`src/rtl/shift_sequencer.sv`:
```
// Multi-cycle 8-bit shift/rotate sequencer built on a single-bit step datapath.
// Optional build macro SHIFT_SEQ_DOUBLE_STEP_EN applies two steps per SHIFT edge.
module shift_sequencer #(
    parameter int WIDTH = 8
) (
    input  logic             CLK,
    input  logic             RESET,
    input  logic             START,
    input  logic [WIDTH-1:0] DATA_IN,
    input  logic [WIDTH-1:0] AMOUNT,
    input  logic [1:0]       OP,
    output logic             READY,
    output logic             BUSY,
    output logic             DONE,
    output logic [WIDTH-1:0] RESULT
);

    typedef enum logic [1:0] {
        OP_LSL = 2'b00,
        OP_LSR = 2'b01,
        OP_ASR = 2'b10,
        OP_ROR = 2'b11
    } op_e;

    typedef enum logic [1:0] {
        S_IDLE  = 2'b00,
        S_SHIFT = 2'b01,
        S_DONE  = 2'b10
    } state_e;

    // Latched request; fields are only written on an accepted START.
    typedef struct packed {
        op_e             op;
        logic [WIDTH-1:0] work;
    } req_t;

    state_e           state, state_next;
    req_t             req;
    logic [3:0]       count;
    logic [3:0]       eff_count;
    logic [3:0]       dec;
    logic [WIDTH-1:0] work_next;
    logic             load;
    logic             advance;

    function automatic logic [WIDTH-1:0] step(input logic [WIDTH-1:0] w, input op_e op);
        logic [WIDTH-1:0] r;
        case (op)
            OP_LSL:  r = {w[WIDTH-2:0], 1'b0};
            OP_LSR:  r = {1'b0, w[WIDTH-1:1]};
            OP_ASR:  r = {w[WIDTH-1], w[WIDTH-1:1]};
            default: r = {w[0], w[WIDTH-1:1]};
        endcase
        return r;
    endfunction

    // Shifts saturate at the width; rotates wrap modulo the width.
    always_comb begin
        eff_count = 4'd0;
        if (op_e'(OP) == OP_ROR)
            eff_count = {1'b0, AMOUNT[2:0]};
        else if (AMOUNT >= WIDTH[WIDTH-1:0])
            eff_count = 4'(WIDTH);
        else
            eff_count = AMOUNT[3:0];
    end

`ifdef SHIFT_SEQ_DOUBLE_STEP_EN
    always_comb begin
        work_next = step(req.work, req.op);
        dec       = 4'd1;
        if (count >= 4'd2) begin
            work_next = step(step(req.work, req.op), req.op);
            dec       = 4'd2;
        end
    end
`else
    always_comb begin
        work_next = step(req.work, req.op);
        dec       = 4'd1;
    end
`endif

    always_ff @(posedge CLK or negedge RESET) begin
        if (!RESET)
            state <= S_IDLE;
        else
            state <= state_next;
    end

    always_comb begin
        state_next = state;
        load       = 1'b0;
        advance    = 1'b0;
        READY      = 1'b0;
        BUSY       = 1'b0;
        DONE       = 1'b0;
        case (state)
            S_IDLE: begin
                READY = 1'b1;
                if (START) begin
                    load       = 1'b1;
                    state_next = (eff_count == 4'd0) ? S_DONE : S_SHIFT;
                end
            end
            S_SHIFT: begin
                BUSY    = 1'b1;
                advance = 1'b1;
                if (count <= dec)
                    state_next = S_DONE;
            end
            S_DONE: begin
                DONE       = 1'b1;
                state_next = S_IDLE;
            end
            default: state_next = S_IDLE;
        endcase
    end

    always_ff @(posedge CLK or negedge RESET) begin
        if (!RESET) begin
            req    <= '0;
            count  <= '0;
            RESULT <= '0;
        end else if (load) begin
            req.work <= DATA_IN;
            req.op   <= op_e'(OP);
            count    <= eff_count;
            if (eff_count == 4'd0)
                RESULT <= DATA_IN;
        end else if (advance) begin
            req.work <= work_next;
            count    <= count - dec;
            // Final step lands straight in RESULT so it is valid with DONE.
            if (count <= dec)
                RESULT <= work_next;
        end
    end

endmodule

```
`config.mk`:
```
export PLATFORM = sky130hd
export DESIGN_NAME = shift_sequencer
export DESIGN_NICKNAME = d
export VERILOG_FILES = /design/src/rtl/shift_sequencer.sv
export SDC_FILE = /design/constraint.sdc
export NUM_CORES = 1
export LEC_CHECK = 0
export BUFFER_PORTS_ARGS = -buffer_cell sky130_fd_sc_hd__buf_2
export CORE_AREA = 4 4 61 63
export CTS_BUF_LIST = sky130_fd_sc_hd__clkbuf_4
export CTS_CLUSTER_DIAMETER = 120
export DETAILED_ROUTE_END_ITERATION = 10
export DIE_AREA = 0 0 65 67
export PLACE_DENSITY_LB_ADDON = 0.08
export SLEW_MARGIN = 20
export SYNTH_ARGS = -nofsm -noshare
export SYNTH_HDL_FRONTEND = slang
export SYNTH_SLANG_ARGS = --single-unit
```
`constraint.sdc`:
```
create_clock -name CLK -period 2.7 [get_ports CLK]
set_input_delay 0.405 -clock CLK [delete_from_list [all_inputs] [get_ports CLK]]
set_output_delay 0.405 -clock CLK [all_outputs]
set_load 0.005 [all_outputs]
```
==> results.toml <==
[timing]
finalCriticalPeriod_ns = 2.03
rsz0062_at_grt = "no"
fin_skew_ns = 0.00146
maxSlewHeadroom = 0.482
final.setup.tns_ns = 0
setup_viol = 0
final_hold_viol_count = 0
tightest_slew_ns = 0.775
fin_crit_sh = 0.751
max_freq_mhz = 493
slew_viol_final = 0

[run_status]
status = "completed"

[yosys]
synth_edf_count = 0
synthAdderAreaFrac = 0.0206
ys_types = 32
synthTopCellsByCount = "29 x nand2_1, 24 x dfrtp_1, 9 x nor2_1, 9 x o21ai_0"
muxShareOfSynthArea = 0.0576
synth_top_family_by_area = "compound AO/OA/AOI/OAI gates"
synth-compound-area-share = 0.205
yosysWarnings = 0
ys_seq_elements = 24
synth_area_sq_um = 1220
yosys.area.top_type = "dfrtp_1"
syn_area_per_cell_sq_um = 9.43
synthTopCellsByArea = "dfrtp_1 49%, nand2_1 9.0%, mux2i_1 5.8%"
yosys.area_share.simple = 0.186
synth_most_common_cell = "nand2_1"
synthXorXnorAreaFrac = 0.0144
synth_cells = 129
ys_seq_area_frac = 0.494
synth_nets = 152
synth_top_area_share = 0.494
synth_ff_type = "dfrtp_1"
async_flop_share = 1.00

[critical_path]
arrival_ns = 2.22
crit_path_max_fanout = 8
crit_required_ns = 2.90
path_class = "register to register"
end_kind = "register"
crit_path_start_kind = "register"

[final_layout]
fin_nets = 186
n_antenna_cell = 0
area_growth_pct = 21.7
final_cells = 208
design_area_sq_um = 1480
final_core_util = 0.458
fillers = 333
final_layout_size_suffix_gt1_frac = 0.235

[global_route]
grtUsageTotal = 0.163
use_met2 = 0.261
top_usage_layer = "met2"
grt_pass1_vias = 1100
grt_max_degree = 25
met1_usage = 0.223
grt-ovfl-total = 0
gr-usage-met3 = 0.0287
antenna_found_initial = 0
grt_pass1_wl_mm = 5.41

[detailed_routing]
drc = 0
wl_per_cell_microns = 14.8
postRouteWirelength_mm = 3.09
vias_per_cell = 5.09
vias = 1059
dr.pass1.iters = 4
antenna_left = 0
drt_iter0_drc = 58

[floorplan]
io-pin-count = 32
die_x_microns = 65
dieArea_sq_um = 4360
rows = 21
start_util = 0.376
die_h_microns = 67
core_sq_um = 3230

[placement]
io_buffer_count = 31
placed_area_sq_um = 1430
place.gp.congestion = 0.765
dp_cells = 204
hpwl_mm = 2.29

[power_and_ir_drop]
combPwrFrac = 0.485
p_leak_nw = 0.733
pwr-share-clk = 0.140
p_sw_frac = 0.401
p_per_area_nw_per_um2 = 1260
vdd_drop_max_uv = 426
p_seq_frac = 0.375
internal_power_mw = 1.11
p_sw_uw = 745

[clock_network]
cts_setup_buffers = 0
tritoncts = "built"
cts.sinks = 24
cts.path.max_buffers = 2
clk_pin_slew_worst_paths_ns = 0.13
clockRootBuffer = "clkbuf_4"
insertion_delay_ns = 0.32
cts_inserted_buffers = 3
postCtsHoldBufs = 0
cts_resized = 0
htreeDepth = 1

[worst_hold_path]
hp-class = "primary input to asynchronous set/reset pin"

[flow_run]
drv_cap = 0
[cell families (layout without fill, tap and decap cells)]
kind of cell / count (synthesis) / count (layout)
compound gates: 36 / 36
xor+xnor: 2 / 2
fa+ha+maj: 2 / 2
buf+inv: 7 / 40
flops: 24 / 24
mux: 7 / 7
simple gates: 51 / 51
[layout make-up]
class / instances / area, sq um / area share
Sequential cell: 24 / 601 / 0.406
Multi-Input combinational cell: 98 / 588 / 0.397
Timing Repair Buffer: 33 / 170 / 0.115
Tap cell: 46 / 57.6 / 0.0389
Clock inverter: 1 / 30.0 / 0.0203
Clock buffer: 3 / 22.5 / 0.0152
Inverter: 3 / 11.3 / 0.00761
[registers in the layout (all words and copies together) (netlist names)]
signal / cells
RESULT: 8
count: 4
req: 10
state: 2
[placed cells by master, fill, tap and decap left out, types with 3 or more instances in the layout]
cell / instances
mux2i_1: 7
o21ai_0: 9
buf_2: 31
nand2_1: 29
dfrtp_1: 24
nor2_1: 9
a21o_1: 6
inv_1: 3
o22ai_1: 7
clkbuf_4: 3
o211ai_1: 3
[worst max-delay path: stages, from the launching register on]
cell and delay, ns:
dfrtp_1 0.45, or3b_1 0.41, or4_1 0.44, nor2_1 0.45
o22ai_1 0.17
[worst paths after layout]
path | start | slack [ns] | endpoint | depth (start not counted)
max | state[1]$_DFFE_PN0P_ | 0.67 | RESULT[4]$_DFFE_PN0P_ | 4
min | RESET | 0.05 | count[1]$_DFFE_PN0P_ | 1
max reg2reg | state[1]$_DFFE_PN0P_ | 0.67 | RESULT[4]$_DFFE_PN0P_ | 4
min reg2reg | count[3]$_DFFE_PN0P_ | 0.52 | count[3]$_DFFE_PN0P_ | 1
max in group asynchronous | RESET | 2.29 | RESULT[1]$_DFFE_PN0P_ | 1
min in group CLK | OP[1] | 0.29 | req[9]$_DFFE_PN0P_ | 3
[power groups by stage]
stage | Sequential (mW) | Combinational [mW] | Clock, mW
after floorplan | 0.667 | 0.649 | 0
after global placement | 0.704 | 0.889 | 0
after detailed placement | 0.708 | 0.908 | 0
after CTS | 0.700 | 0.915 | 0.267
after global routing | 0.736 | 1.05 | 0.284
final | 0.697 | 0.902 | 0.261
[routing by layer]
metal / vias up / wire [microns]
li1: 527 / -
met1: 502 / 1470
met2: 25 / 1430
met3: 5 / 145
met4: 0 / 35
met5: - / 0
[stage by stage]
step	power [mW]	hold slack [ns]	setup WS, ns
3_3_place_gp	1.59	0.427	0.638
4_1_cts	1.88	0.0683	0.671
2_1_floorplan	1.32	0.109	0.823
5_1_grt	2.07	0.0759	0.475
3_5_place_dp	1.62	0.425	0.638
6_report	1.86	0.0452	0.673
(Power assumes the default switching activity.)
